==> src/rtl/falafel_config_host_if.sv <==
// falafel_config_host_if: host command initiator for the falafel config register block.
// One command in flight: IDLE accepts, EXEC strobes/decodes, RESP holds the response.
package falafel_config_pkg;
  localparam int FLP_W = 16;
  localparam logic [31:0] FREE_LIST_PTR_ADDR = 32'h0000_0010;
  typedef struct packed {
    logic [FLP_W-1:0] free_list_ptr;
  } config_regs_t;
endpackage

module falafel_config_host_if
  import falafel_config_pkg::*;
#(
  parameter int DATA_W    = 32,
  parameter int ERR_CNT_W = 8
) (
  input  logic                 clk_i,
  input  logic                 rst_ni,
  input  logic                 req_valid_i,
  output logic                 req_ready_o,
  input  logic                 req_we_i,
  input  logic [DATA_W-1:0]    req_addr_i,
  input  logic [DATA_W-1:0]    req_wdata_i,
  output logic                 rsp_valid_o,
  input  logic                 rsp_ready_i,
  output logic [DATA_W-1:0]    rsp_rdata_o,
  output logic                 rsp_err_o,
  output logic                 cfg_write_o,
  output logic [DATA_W-1:0]    cfg_addr_o,
  output logic [DATA_W-1:0]    cfg_data_o,
  input  config_regs_t         config_i,
  output logic [ERR_CNT_W-1:0] err_cnt_o
);
  typedef enum logic [1:0] {IDLE, EXEC, RESP} state_t;
  state_t r_state, w_next;
  logic r_we, r_err;
  logic [DATA_W-1:0] r_addr, r_wdata, r_rdata;
  logic [ERR_CNT_W-1:0] r_err_cnt;
  logic w_hit;
  assign w_hit = r_addr == DATA_W'(FREE_LIST_PTR_ADDR);
  always_comb begin
    w_next = r_state;
    if (r_state == IDLE && req_valid_i) w_next = EXEC;
    else if (r_state == EXEC) w_next = RESP;
    else if (r_state == RESP && rsp_ready_i) w_next = IDLE;
  end
  always_ff @(posedge clk_i or negedge rst_ni) begin
    if (!rst_ni) begin
      r_state   <= IDLE;
      r_we      <= 1'b0;
      r_addr    <= '0;
      r_wdata   <= '0;
      r_rdata   <= '0;
      r_err     <= 1'b0;
      r_err_cnt <= '0;
    end else begin
      r_state <= w_next;
      if (r_state == IDLE && req_valid_i) begin
        r_we    <= req_we_i;
        r_addr  <= req_addr_i;
        r_wdata <= req_wdata_i;
      end
      if (r_state == EXEC) begin
        r_err   <= !w_hit;
        r_rdata <= (!r_we && w_hit) ? DATA_W'(config_i.free_list_ptr) : '0;
        if (!w_hit && !(&r_err_cnt)) r_err_cnt <= r_err_cnt + 1'b1;
      end
    end
  end
  assign req_ready_o = r_state == IDLE;
  assign rsp_valid_o = r_state == RESP;
  assign rsp_rdata_o = r_rdata;
  assign rsp_err_o   = r_err;
  assign cfg_write_o = r_state == EXEC && r_we && w_hit;
  assign cfg_addr_o  = cfg_write_o ? r_addr : '0;
  assign cfg_data_o  = cfg_write_o ? r_wdata : '0;
  assign err_cnt_o   = r_err_cnt;
endmodule

==> config.mk <==
export PLATFORM = sky130hd
export DESIGN_NAME = falafel_config_host_if
export DESIGN_NICKNAME = d
export VERILOG_FILES = /design/src/rtl/falafel_config_host_if.sv
export SDC_FILE = /design/constraint.sdc
export NUM_CORES = 1
export LEC_CHECK = 0
export CAP_MARGIN = 0
export CORE_AREA = 10 10 142 105
export CTS_CLUSTER_DIAMETER = 120
export CTS_CLUSTER_SIZE = 8
export DETAILED_ROUTE_END_ITERATION = 8
export DIE_AREA = 0 0 152 115
export PLACE_DENSITY_LB_ADDON = 0.25
export SLEW_MARGIN = 20
export SYNTH_ARGS = -nofsm -noshare
export SYNTH_HDL_FRONTEND = slang
export SYNTH_SLANG_ARGS = --single-unit
==> constraint.sdc <==
create_clock -name clk_i -period 2.6 [get_ports clk_i]
set_input_delay 0.52 -clock clk_i [delete_from_list [all_inputs] [get_ports clk_i]]
set_output_delay 0.52 -clock clk_i [all_outputs]
set_load 0.1 [all_outputs]
==> results of run 1 <==
## Yosys cell counts (2+ instances only)
cell,number,area share
o21ai_1,4,0.0047
nand2_1,36,0.031
nor4_1,3,0.0044
xor2_1,3,0.0061
clkbuf_1,3,0.0026
inv_1,2,0.0017
nor2_1,3,0.0026
nand4_1,2,0.0029
and2_1,33,0.048
nand2b_1,2,0.0029
nand3_1,5,0.0058
dfrtp_1,92,0.54
nor3_1,4,0.0047
o21ai_2,10,0.020
buf_4,48,0.084
a21o_1,2,0.0035
nor2b_1,2,0.0029
and3_1,4,0.0058
nor4_2,4,0.012
buf_2,10,0.012
mux2_2,67,0.18
o21ai_0,3,0.0035
xnor2_1,2,0.0041
## flip-flops by register name (all words and copies together), names as in the netlist
signal,count
err_cnt_o,8
rsp_err_o,1
rsp_rdata_o,16
r_we,1
r_state,2
r_wdata,32
r_addr,32
## kinds of logic (layout without fill, tap and decap cells)
group / count (synthesis) / in the layout / synth area share
AOI/OAI and AO/OA: 19 / 19 / 0.0320
xor gates and xnor gates: 5 / 5 / 0.0102
adders and majority gates: 1 / 1 / 0.00291
buffers and inverters: 65 / 173 / 0.107
DFF: 92 / 92 / 0.536
muxes: 68 / 68 / 0.178
other: 1 / 47 / 0.000873
and+or+nand+nor: 103 / 103 / 0.133
## timing repair
| action | CTS | global route |
|---|---|---|
| gates resized for setup | 16 | 1 |
| buffers inserted | 3 | 0 |
| pin swaps | 7 | 4 |
| setup endpoints to repair | 34 | 34 |
| cloned | 1 | 0 |
## cell type report
class,instances,share of cell area
flip-flops and latches,92,0.355
repair buffers,155,0.288
clock inverters,5,0.00926
inverters,2,0.00116
multi-input cells,243,0.278
well taps,162,0.0313
clock buffers,11,0.0374
## worst reg2reg max path, delay by kind of cell (launching register included)
family	cells	cell delay, ns
AND/OR/NAND/NOR	3	1.21
flip-flops	1	0.40
AO/OA/AOI/OAI	1	0.31
buffers and inverters	1	0.20
## metal layers
metal | vias to the layer above | global-route usage
met5 | - | 0
met4 | 0 | 0.0307
met3 | 11 | 0.0560
met2 | 109 | 0.202
met1 | 1416 | 0.160
li1 | 1392 | -
## layout by cell type (no fill, tap or decap), drive strengths merged
| cell type | instances |
|---|---|
| a21o | 2 |
| and2 | 33 |
| and3 | 4 |
| buf | 72 |
| bufinv | 1 |
| clkbuf | 11 |
| clkdlybuf4s50 | 83 |
| clkinv | 2 |
| clkinvlp | 1 |
| conb | 47 |
| dfrtp | 92 |
| ha | 1 |
| inv | 3 |
| mux2 | 68 |
| nand2 | 36 |
| nand2b | 2 |
| nand3 | 5 |
| nand4 | 2 |
| nor2 | 4 |
| nor2b | 2 |
| nor3 | 4 |
| nor3b | 1 |
| nor4 | 7 |
| nor4b | 1 |
| o21ai | 17 |
| or2 | 1 |
| or3 | 1 |
| xnor2 | 2 |
| xor2 | 3 |
## worst paths after layout
| path | slack [ns] | end |
|---|---|---|
| worst max-delay path | -0.09 | cfg_data_o[18] |
| worst min-delay path | 0.16 | err_cnt_o[1] |
| worst max register to register | 0.39 | rsp_rdata_o[15] |
| worst min register to register | 0.48 | rsp_err_o |
| max in group asynchronous | 1.75 | r_addr[21] |
| min in group clk_i | 0.48 | rsp_err_o |
## power by group
part | switching [mW] | internal (mW)
combinational | 1.29 | 0.877
sequential | 0.375 | 2.02
clock | 0.544 | 0.775
total | 2.21 | 3.67
==> metrics.yaml, run 1 <==
ant_nets: 0
cp_num_buf_inv: 2
first_pass_iters: 4
synth_edf_count: 0
critPathTopFamily: "simple AND/OR/NAND/NOR gates"
die_x_microns: 152
wl_met1_microns: 5110
tightest_slew_ns: 0.837
finalSetupViolCount: 33
dp.cells: 651
wirelength_microns: 11400
crit_path_top_delay_cell: "dfrtp_1"
tns_ns: -2.39
grt_pass1_wl_microns: 18100
met3WireLength_microns: 833
ys.flop_type: "dfrtp_1"
avgSynthCellArea_sq_um: 12.1
die_y_microns: 115
crit_type: "flop to output pin"
synthCells: 354
die_area_sq_um: 17500
crit_start: "r_addr[15]"
cpPeakStageDelay_ns: 0.40
ys_types: 33
htreeDepth: 3
fin_util: 0.533
wl_per_cell_microns: 16.9
hold_slack_ns: 0.158
port_buffers: 145
grt_pass1_vias: 3165
antenna_found_initial: 0
p_per_area_nw_per_um2: 907
nets: 589
violations: "setup timing"
syn_area_sq_um: 4300
clkTransAtPathRegs_ns: 0.07
area_growth_pct: 50.9
clk_latency_ns: 0.34
critical_path_arrival_ns: 2.17
clock-sinks: 92
placed_area_sq_um: 6090
reg2reg_from: "r_addr[22]"
fin_skew_ns: 0.00779
seq_area_sq_um: 2300
place_hpwl_microns: 8740
clk_path_buf_depth: 2
ys_seq_area_frac: 0.536
ir_drop_v: 0.000459
fp-row-count: 34
place_ws_ns: 0.172
total_power_mw: 5.88
max_clock_freq_ghz: 0.372
outcome: "complete, but fails checks"
antenna_cells: 0
grt_max_degree: 55
route.detailed.drc: 0
dr.max_layer_used: "met4"
endpoint_kind: "output pin"
routed_via_density: 4.37
fill_cells: 1084
slew_headroom: 0.442
numCtsBuffers: 9
hold_path_class: "input port to asynchronous set/reset pin"
finalHoldViolCount: 0
num_io_pins: 193
drtIter0Drc: 129
cts_hold_buf: 0
grt.total_usage: 0.128
power.leakage_nw: 2.81
gp_congestion: 0.801
cp-start-kind: "flop"
crit_required_ns: 2.08
cpMostUsedCell: "buf_12"
drive_gt1_frac: 0.411
crit_path_max_fanout: 17
postLayoutCellArea_sq_um: 6480
async_reset_ff_frac: 1.00
maxCapViolations: 0
ff2ff_path_depth: 5
setup_slack_ns: -0.0902
synth-seq-cells: 92
yosys_warnings: 0
vias: 2928
grt_overflow: 0
routed-wl-met2_microns: 5300
crit_chain: "nor4_2 -> nand4_1 -> nor2_4 -> and3_4 -> buf_12 -> and2_2 -> buf_12"
root_buffer: "clkbuf_16"
placeableCoreArea_sq_um: 12200
start_util: 0.353
cp.depth: 7
rsz0062_at_grt: "true"
fin_cells: 670
post-route-min-period_ns: 2.69
multi_input_area_sq_um: 1800
cts_tree: "built"
fin_crit_sh: 1.03
maxSlewViolCount: 0
No activity file was read; power rests on OpenSTA's default activity.
==> run 2, diff against run 1 <==
--- a/config.mk
+++ b/config.mk
@@ -11,6 +11,7 @@
 export CTS_CLUSTER_SIZE = 8
 export DETAILED_ROUTE_END_ITERATION = 8
 export DIE_AREA = 0 0 152 115
+export GPL_TIMING_DRIVEN = 1
 export PLACE_DENSITY_LB_ADDON = 0.25
 export SLEW_MARGIN = 20
 export SYNTH_ARGS = -nofsm -noshare
==> results of run 2 <==
No change in the layout: final DEF, timing and power equal those of run 1.
